## src/rtl/lsu_pkg.sv

```systemverilog
// Shared types for the load/store unit: FSM states, RISC-V funct3 codes
// and the access-size decode.
package lsu_pkg;

  typedef enum logic [2:0] {
    ST_IDLE,
    ST_READ_LO,
    ST_WRITE_LO,
    ST_READ_HI,
    ST_WRITE_HI,
    ST_RESP
  } state_t;

  localparam logic [2:0] F3_B  = 3'b000;
  localparam logic [2:0] F3_H  = 3'b001;
  localparam logic [2:0] F3_W  = 3'b010;
  localparam logic [2:0] F3_BU = 3'b100;
  localparam logic [2:0] F3_HU = 3'b101;

  // Access size in bytes; 0 marks an illegal funct3 for the given direction.
  function automatic logic [2:0] f_size(input logic [2:0] f3, input logic store);
    logic [2:0] v_size;
    v_size = 3'd0;
    case (f3)
      F3_B:    v_size = 3'd1;
      F3_H:    v_size = 3'd2;
      F3_W:    v_size = 3'd4;
      F3_BU:   v_size = store ? 3'd0 : 3'd1;
      F3_HU:   v_size = store ? 3'd0 : 3'd2;
      default: v_size = 3'd0;
    endcase
    return v_size;
  endfunction

endpackage

```

## src/rtl/lsu_align.sv

```systemverilog
// Byte-lane merge for stores and extract/extend for loads over a
// little-endian {hi,lo} word pair.
module lsu_align
  import lsu_pkg::*;
(
  input  logic [63:0] i_data,
  input  logic [1:0]  i_off,
  input  logic [2:0]  i_size,
  input  logic        i_sign,
  input  logic [31:0] i_wdata,
  output logic [63:0] o_merged,
  output logic [31:0] o_rdata
);

  logic [63:0] w_shift;

  always_comb begin
    o_merged = i_data;
    for (int k = 0; k < 4; k++) begin
      if (k < int'(i_size)) begin
        o_merged[(int'(i_off) + k) * 8 +: 8] = i_wdata[k * 8 +: 8];
      end
    end
  end

  always_comb begin
    w_shift = i_data >> {i_off, 3'b000};
    case (i_size)
      3'd1:    o_rdata = {{24{i_sign & w_shift[7]}}, w_shift[7:0]};
      3'd2:    o_rdata = {{16{i_sign & w_shift[15]}}, w_shift[15:0]};
      default: o_rdata = w_shift[31:0];
    endcase
  end

endmodule

```

## src/rtl/lsu_ctrl.sv

```systemverilog
// Load/store unit: turns CPU byte/half/word accesses into word RAM accesses,
// running read-modify-write and two-word spanning sequences under an FSM.
module lsu_ctrl
  import lsu_pkg::*;
#(
  parameter int ADDRESS_LENGTH   = 32,
  parameter int MEM_WORDS        = 10000,
  parameter bit ALLOW_MISALIGNED = 1'b1
) (
  input  logic                      clk,
  input  logic                      rst,
  input  logic                      req_valid,
  output logic                      req_ready,
  input  logic                      req_store,
  input  logic [2:0]                req_funct3,
  input  logic [ADDRESS_LENGTH-1:0] req_addr,
  input  logic [31:0]               req_wdata,
  output logic                      resp_valid,
  output logic [31:0]               resp_rdata,
  output logic                      resp_err,
  output logic [ADDRESS_LENGTH-1:0] mem_a,
  output logic                      mem_we,
  output logic [31:0]               mem_wd,
  input  logic [31:0]               mem_rd
);

  localparam int LP_EW = ADDRESS_LENGTH + 1;
  localparam logic [ADDRESS_LENGTH:0] LP_MEM_WORDS = LP_EW'(MEM_WORDS);

  state_t                    r_state;
  logic [ADDRESS_LENGTH-1:0] r_addr;
  logic [2:0]                r_f3;
  logic [31:0]               r_wdata;
  logic                      r_store;
  logic [31:0]               r_lo_q;
  logic [31:0]               r_hi_q;
  logic [ADDRESS_LENGTH-1:0] r_mem_a;
  logic                      r_resp_valid;
  logic [31:0]               r_resp_rdata;
  logic                      r_resp_err;

  logic [2:0]                w_req_size;
  logic [1:0]                w_req_off;
  logic [ADDRESS_LENGTH-1:0] w_req_widx;
  logic [3:0]                w_req_sum;
  logic                      w_req_span;
  logic [ADDRESS_LENGTH:0]   w_req_end;
  logic                      w_req_err;
  logic                      w_req_sw_aligned;

  logic [2:0]                w_size;
  logic [3:0]                w_sum;
  logic                      w_span;
  logic [ADDRESS_LENGTH-1:0] w_widx;
  logic [31:0]               w_lo;
  logic [31:0]               w_hi;
  logic [63:0]               w_merged;
  logic [31:0]               w_rdata;

  // Decode of the incoming request, used only on the accept edge.
  assign w_req_size       = f_size(req_funct3, req_store);
  assign w_req_off        = req_addr[1:0];
  assign w_req_widx       = req_addr >> 2;
  assign w_req_sum        = {2'b00, w_req_off} + {1'b0, w_req_size};
  assign w_req_span       = w_req_sum > 4'd4;
  assign w_req_end        = {1'b0, w_req_widx} + {{ADDRESS_LENGTH{1'b0}}, w_req_span};
  assign w_req_err        = (w_req_size == 3'd0) || (w_req_end >= LP_MEM_WORDS) ||
                            (w_req_span && !ALLOW_MISALIGNED);
  assign w_req_sw_aligned = req_store && (req_funct3 == F3_W) && (w_req_off == 2'b00);

  assign w_size = f_size(r_f3, r_store);
  assign w_sum  = {2'b00, r_addr[1:0]} + {1'b0, w_size};
  assign w_span = w_sum > 4'd4;
  assign w_widx = r_addr >> 2;

  // Forward the RAM word in the cycle it is read so the response can be
  // registered on the same edge that captures it.
  assign w_lo = (r_state == ST_READ_LO) ? mem_rd : r_lo_q;
  assign w_hi = (r_state == ST_READ_HI) ? mem_rd : r_hi_q;

  lsu_align u_align (
    .i_data   ({w_hi, w_lo}),
    .i_off    (r_addr[1:0]),
    .i_size   (w_size),
    .i_sign   (~r_f3[2]),
    .i_wdata  (r_wdata),
    .o_merged (w_merged),
    .o_rdata  (w_rdata)
  );

  always_ff @(posedge clk or posedge rst) begin
    if (rst) begin
      r_state      <= ST_IDLE;
      r_addr       <= '0;
      r_f3         <= '0;
      r_wdata      <= '0;
      r_store      <= 1'b0;
      r_lo_q       <= '0;
      r_hi_q       <= '0;
      r_mem_a      <= '0;
      r_resp_valid <= 1'b0;
      r_resp_rdata <= '0;
      r_resp_err   <= 1'b0;
    end else begin
      r_resp_valid <= 1'b0;
      r_resp_rdata <= '0;
      r_resp_err   <= 1'b0;
      case (r_state)
        ST_IDLE: begin
          if (req_valid) begin
            r_addr  <= req_addr;
            r_f3    <= req_funct3;
            r_wdata <= req_wdata;
            r_store <= req_store;
            if (w_req_err) begin
              r_state      <= ST_RESP;
              r_resp_valid <= 1'b1;
              r_resp_err   <= 1'b1;
            end else begin
              r_mem_a <= w_req_widx;
              r_state <= w_req_sw_aligned ? ST_WRITE_LO : ST_READ_LO;
            end
          end
        end
        ST_READ_LO: begin
          r_lo_q <= mem_rd;
          if (r_store) begin
            r_state <= ST_WRITE_LO;
          end else if (w_span) begin
            r_state <= ST_READ_HI;
            r_mem_a <= w_widx + ADDRESS_LENGTH'(1);
          end else begin
            r_state      <= ST_RESP;
            r_resp_valid <= 1'b1;
            r_resp_rdata <= w_rdata;
          end
        end
        ST_WRITE_LO: begin
          if (w_span) begin
            r_state <= ST_READ_HI;
            r_mem_a <= w_widx + ADDRESS_LENGTH'(1);
          end else begin
            r_state      <= ST_RESP;
            r_resp_valid <= 1'b1;
          end
        end
        ST_READ_HI: begin
          r_hi_q <= mem_rd;
          if (r_store) begin
            r_state <= ST_WRITE_HI;
          end else begin
            r_state      <= ST_RESP;
            r_resp_valid <= 1'b1;
            r_resp_rdata <= w_rdata;
          end
        end
        ST_WRITE_HI: begin
          r_state      <= ST_RESP;
          r_resp_valid <= 1'b1;
        end
        ST_RESP: r_state <= ST_IDLE;
        default: r_state <= ST_IDLE;
      endcase
    end
  end

  assign req_ready  = (r_state == ST_IDLE);
  assign resp_valid = r_resp_valid;
  assign resp_rdata = r_resp_rdata;
  assign resp_err   = r_resp_err;
  assign mem_a      = r_mem_a;
  assign mem_we     = (r_state == ST_WRITE_LO) || (r_state == ST_WRITE_HI);

  always_comb begin
    case (r_state)
      ST_WRITE_LO: mem_wd = w_merged[31:0];
      ST_WRITE_HI: mem_wd = w_merged[63:32];
      default:     mem_wd = '0;
    endcase
  end

endmodule

```

## config.mk

```make
export PLATFORM = sky130hd
export DESIGN_NAME = lsu_ctrl
export DESIGN_NICKNAME = d
export VERILOG_FILES = /design/src/rtl/lsu_pkg.sv /design/src/rtl/lsu_align.sv /design/src/rtl/lsu_ctrl.sv
export SDC_FILE = /design/constraint.sdc
export NUM_CORES = 1
export LEC_CHECK = 0
export ABC_AREA = 1
export BUFFER_PORTS_ARGS = -buffer_cell sky130_fd_sc_hd__buf_4
export CAP_MARGIN = 20
export CORE_MARGIN = 2
export CORE_UTILIZATION = 53
export CTS_CLUSTER_SIZE = 20
export DETAILED_ROUTE_END_ITERATION = 8
export PLACE_DENSITY_LB_ADDON = 0.15
export SLEW_MARGIN = 20
export SYNTH_ARGS = -nofsm -noshare
export SYNTH_HDL_FRONTEND = slang
export SYNTH_SLANG_ARGS = --single-unit
```

## constraint.sdc

```tcl
create_clock -name clk -period 6 [get_ports clk]
set_input_delay 0.3 -clock clk [delete_from_list [all_inputs] [get_ports clk]]
set_output_delay 0.3 -clock clk [all_outputs]
set_load 0.01 [all_outputs]
```

-- Yosys cells after proc, flatten, opt, wreduce, memory -nomap -nowiden
Index checks and enable logic that the tools add are counted.
- add/sub/neg operators: 11
- multiply operators: 0
- divide/modulo/power cells: 0
- order comparisons: 7
- equal/unequal tests: 17
- shifts and indexed selects: 9
- mux-type cells: 41
- bitwise operators: 3
- reductions and logical operators: 12
- operator list (operator ; number):
    $mux W32 ; 9
    $bwmux W64 ; 4
    $mux W64 ; 4
    $shift A8 B33 Y64 const A ; 4
    $shiftx A8 B33 Y64 ; 4
    $pmux W32 S2 ; 3
    $neg A32 Y33 ; 3
    $pmux W32 S3 ; 1
    $shr A64 B5 Y32 ; 1
    $pmux W3 S5 ; 3
    $neg A5 Y33 ; 1
    $add A30 B1 Y31 ; 1
    $add A30 B1 Y31 const B ; 1
    $ge A31 B14 Y1 const B ; 1
    $eq A3 B2 Y1 const B ; 5
    $eq A3 B3 Y1 const B ; 5
    $eq A3 B1 Y1 const B ; 4
    $logic_not A3 Y1 ; 4
    $mux W3 ; 4
    $mux W1 ; 9
    $add A2 B3 Y4 ; 2
    $gt A4 B3 Y1 const B ; 2
    $add A2 B2 Y3 const B ; 2
    $lt A1 B3 Y1 const A ; 2
    other kinds (13) ; 21
- register bits: 201
- latch bits: 0
- memory bits (writable): 0
- memory bits (read-only): 0
- input port bits: 103
- output and inout port bits: 100
- word-level logic and storage cells: 111
- memories: 0

-- Depth between registers and ports, before layout
- depth after elaboration: 11
- mapped depth: 28
- mapped depth without buffers: 27

-- By module
From an unflattened synthesis, not the netlist that was laid out.
- cell total of the unflattened synthesis: 2263
- area total of the unflattened synthesis: 15033.2 µm²
- by module, submodules not included (module ; instances ; cells an instance ; area an instance (µm²) ; seq. area each (µm²)):
    lsu_ctrl ; 1 ; 1256 ; 10282.4 ; 5004.8
    lsu_align ; 1 ; 1007 ; 4750.8 ; 0.0

-- Least setup slack after synthesis
OpenSTA, ideal clock, no wires.
- path kind: reg-to-output
- start point: register r_addr[0]
- end point: output port mem_wd[27]
- arrival time: 3.330 ns
- data required time: 5.700 ns
- setup slack: 2.370 ns
- stages on the path, launching flop included: 17
- path buffers: 5
- cells stage by stage: dfrtp_1 > buf_2 > inv_1 > buf_2 > buf_2 > buf_1 > ha_1 > buf_2 > nand2_2 > clkinv_1 > nand2_1 > nand2_1 > nor2_1 > inv_1 > o31ai_1 > nand2_1 > nand2_1
- word-level cells in the longest chain between the ends: 11
- elaborated cells between the ends (all ways): 24
- those cells by class: 7 x add/sub; 8 x shift; 9 x mux
- ends and longest elaborated chain (what ; line ; RTL):
    from (decl) ; lsu_ctrl.sv:31 ; logic [ADDRESS_LENGTH-1:0] r_addr;
    from (signal assigned) ; lsu_ctrl.sv:111 ; r_addr <= req_addr;
    branches (longest 9 deep; another with $neg A32 Y33) ; n/a ;
    $mux W64 * ; lsu_align.sv:20 ; if (k < int'(i_size)) begin
    $pmux W32 S2 * ; lsu_ctrl.sv:175 ; case (r_state)
    to (decl) ; lsu_ctrl.sv:23 ; output logic [31:0] mem_wd,
Mark *: on every way between the ends.

-- Final worst setup path
- start point: register r_addr[0]
- end point: output port mem_wd[8]
The elaborated chain is that of the path after synthesis.

==> impl_results.md <==
* Number of top-level pins at 203
* Top post-synthesis cells by count: nand2_1, o21ai_0, inv_1, nor2_1, dfrtp_1
* CP max-delay cell: nor2_1
* CTS tree: yes
* Worst slew pin tran at 0.9455 ns
* Vias in the first global route at 14611
* Nets at 2327
* Post-DP Area at 0.01565 sq mm
* Post-Route Utilization at 0.6279
* Die height at 166.6 um
* VDD IR max at 0.3750 mV
* Cell area after synthesis at 0.01402 sq mm
* Avg Vias per Cell at 6.004
* Die area at 0.02777 sq mm
* Setup CP Type: reg2out
* Rel. slew slack at 0.3696
* Leading area contributor after synthesis: dfrtp_1
* Delay-heaviest family, CP: buffers and inverters
* Vias at 15328
* Final Setup Violations at 0
* Max-cap viol count at 0
* CP peak stage delay at 0.61 ns
* Area grow syn2layout at 16.40%
* Top cell type's share of synthesized area at 0.3570
* Tmin final at 4.771 ns
* Pre-antenna DRT Iters at 7
* Worst-skew pair later-pin latency at 0.46 ns
* RePlAce Congestion at 1.045
* CP Buf/Inv Count at 5
* Leakage at 8.144 nW
* Syn nets at 2189
* Clk buf depth at 2
* Final Non-Filler Cells at 2553
* PD cells at 619.0 mW/mm^2
* Hold Fails Final Rpt at 0
* Top cells by area, synth: dfrtp_1, nand2_1, o21ai_0, inv_1, nor2_1
* Ys flop type: dfrtp_1
* Tot Pwr at 0.01010 W
* Register bit count reported by yosys at 200
* Ant. Diodes at 0
* CTS Sinks at 200
* Post-synthesis sequential area ratio at 0.3570
* Final worst path period share at 0.7951
* Tot GR Track Use at 0.3877
* Post-CTS Hold Buffers at 0
* Average size of a mapped cell at 6.782 sq um
* Layout cell share with drive strength beyond 1 at 0.1488
* Final TNS setup at 0 ns
* Synthesis Warnings at 0
* Final wirelength at 54.96 mm
* Initial Utilization at 0.5395
* Final Skew at 0.01544 ns
* CTS-repair resized insts at 0
* Root Driver: clkbuf_16
* Final Instance Area at 0.01632 sq mm
* I/O Buffers at 201
* Fill cell count at 2421
* Clock slew at reported path FFs at 0.08 ns
* Congestion Overflow GR at 0
* CP Data Arrival Time at 4.47 ns
* CP startpoint kind: flip-flop
* CP max FO at 15
* # DRC at 0
* Core area at 0.02598 sq mm
* Initial antenna violation count at 0
* DR WL/cell at 21.53 um
* Asr flop ratio synth at 1.000
* Site Rows at 59
* Syn Inst Count at 2067
* H-tree depth at 4
* Largest net degree at the start of global routing at 126
* Worst Path Required at 5.70 ns
* Outcome: finished, final reports clean
* Chip Width at 166.6 um
* CTS Buf Count at 17
* RSZ-0062 raised after global routing: no
* Post-synth EDFFs at 0
* DP HPWL at 42.35 mm
* DP Cell Count at 2521
* Hold Crit Class: in2async
* Critical path endpoint category: primary output
* DRT antenna net count at 0
* Library cells used by synthesis at 54
* Fmax at 209.6 MHz
* Final Max Tran Viols at 0
* Setup bufs post-CTS at 0
* Most common cell in the netlist: nand2_1
* First-pass GRT wire length at 82.97 mm
* Iter 0 DRT Violations at 1699
* CP cell instances: clkinv_1 > buf_4 > ha_1 > nand2_2 > clkinv_1 > nand2_1 > nand2_1 > nor2_1 > inv_1 > o21ai_0 > a21oi_1 > o31ai_1 > buf_4
cell usage in the layout, fill, tap and decap left out, types with 9 or more instances in the layout:
cell	instances
a31oi_1	9
nand3_1	120
clkbuf_16	17
o31ai_1	17
o22ai_1	12
nor3_1	34
a21oi_1	87
or2_2	28
nor4_1	9
nor2_2	19
inv_1	246
a211oi_1	11
buf_4	219
dfrtp_1	199
nand4_1	16
nor2_1	201
nand2_1	510
mux2i_1	10
a311oi_1	15
o311ai_0	15
xor2_1	16
o21ai_0	249
ha_1	17
o211ai_1	44
routing by layer:
metal / wire, um / share of wire / global-route usage
met1: 20670 / 0.38 / 0.4668
met2: 26180 / 0.48 / 0.6515
met3: 3873 / 0.070 / 0.05323
met4: 4228 / 0.077 / 0.2556
met5: 0 / 0 / 0
worst paths after layout:
kind                                  startpoint                     end  slack, ns  cells after the start
max                        r_addr[0]$_DFFE_PP0P_               mem_wd[8]       1.23                     13
min                                          rst      resp_err$_DFF_PP0_       0.02                      2
max reg2reg                  r_f3[2]$_DFFE_PP0P_    mem_a[1]$_DFFE_PP0P_       2.31                     15
min reg2reg                mem_a[12]$_DFFE_PP0P_   mem_a[12]$_DFFE_PP0P_       0.48                      2
max in group asynchronous                    rst    r_hi_q[29]$_DFF_PP0_       4.54                      3
min in group clk                    req_wdata[1]  r_wdata[1]$_DFFE_PP0P_       0.09                      3
worst reg2reg max path, stage by stage, from the launching register on:
cell and delay (ns):
dfrtp_1 0.42, nand2_1 0.07, nand2_1 0.22, clkinv_1 0.59
nand2_1 0.34, fa_1 0.46, inv_1 0.09, o21ai_0 0.08
a21o_1 0.16, nand2_1 0.11, o21ai_0 0.15, inv_1 0.09
buf_4 0.32, nand2_4 0.28, nand2_1 0.15, nand2_1 0.06
cells by family after synthesis:
logic type                 count (synthesis)  synth area share
xor gates and xnor gates                  22           0.01374
DFF                                      200            0.3570
buffers and inverters                    356            0.1010
AOI/OAI and AO/OA                        494            0.2065
muxes                                     14           0.01035
and+or+nand+nor                          961            0.2930
other                                      1         0.0002675
adders and majority gates                 19           0.01803
report_power, final:
| part | leakage (nW) | total, W | switching [W] | internal (W) |
|---|---|---|---|---|
| sequential | 2.42 | 0.00236 | 0.000379 | 0.00199 |
| clock | 0.320 | 0.00130 | 0.000704 | 0.000600 |
| combinational | 5.41 | 0.00643 | 0.00449 | 0.00194 |
| total | 8.14 | 0.0101 | 0.00557 | 0.00453 |
metrics by stage:
stage,worst slack (ns),hold WS (ns)
global route,1.018,0.09364
finish,1.230,0.01911
CTS,1.381,0.05975
detailed placement,1.821,0.4616
floorplan,0.2460,0.4247
global placement,1.820,0.4590
state kept, by name (all words and copies together), names as in the netlist:
name,cells
r_lo_q,32
resp_valid,1
r_f3,3
r_state,3
r_hi_q,32
r_addr,32
resp_err,1
r_wdata,32
r_store,1
resp_rdata,32
mem_a,31
area by class of cell:
| cell class | instances | area (sq um) | share of cell area |
|---|---|---|---|
| Clock inverter | 15 | 239.0 | 0.01465 |
| Clock buffer | 17 | 425.4 | 0.02607 |
| Multi-Input combinational cell | 1511 | 7615 | 0.4667 |
| Inverter | 256 | 968.4 | 0.05935 |
| Tap cell | 335 | 419.2 | 0.02569 |
| Sequential cell | 200 | 5006 | 0.3068 |
| Timing Repair Buffer | 219 | 1644 | 0.1008 |
No activity file was read; power rests on OpenSTA's default activity.
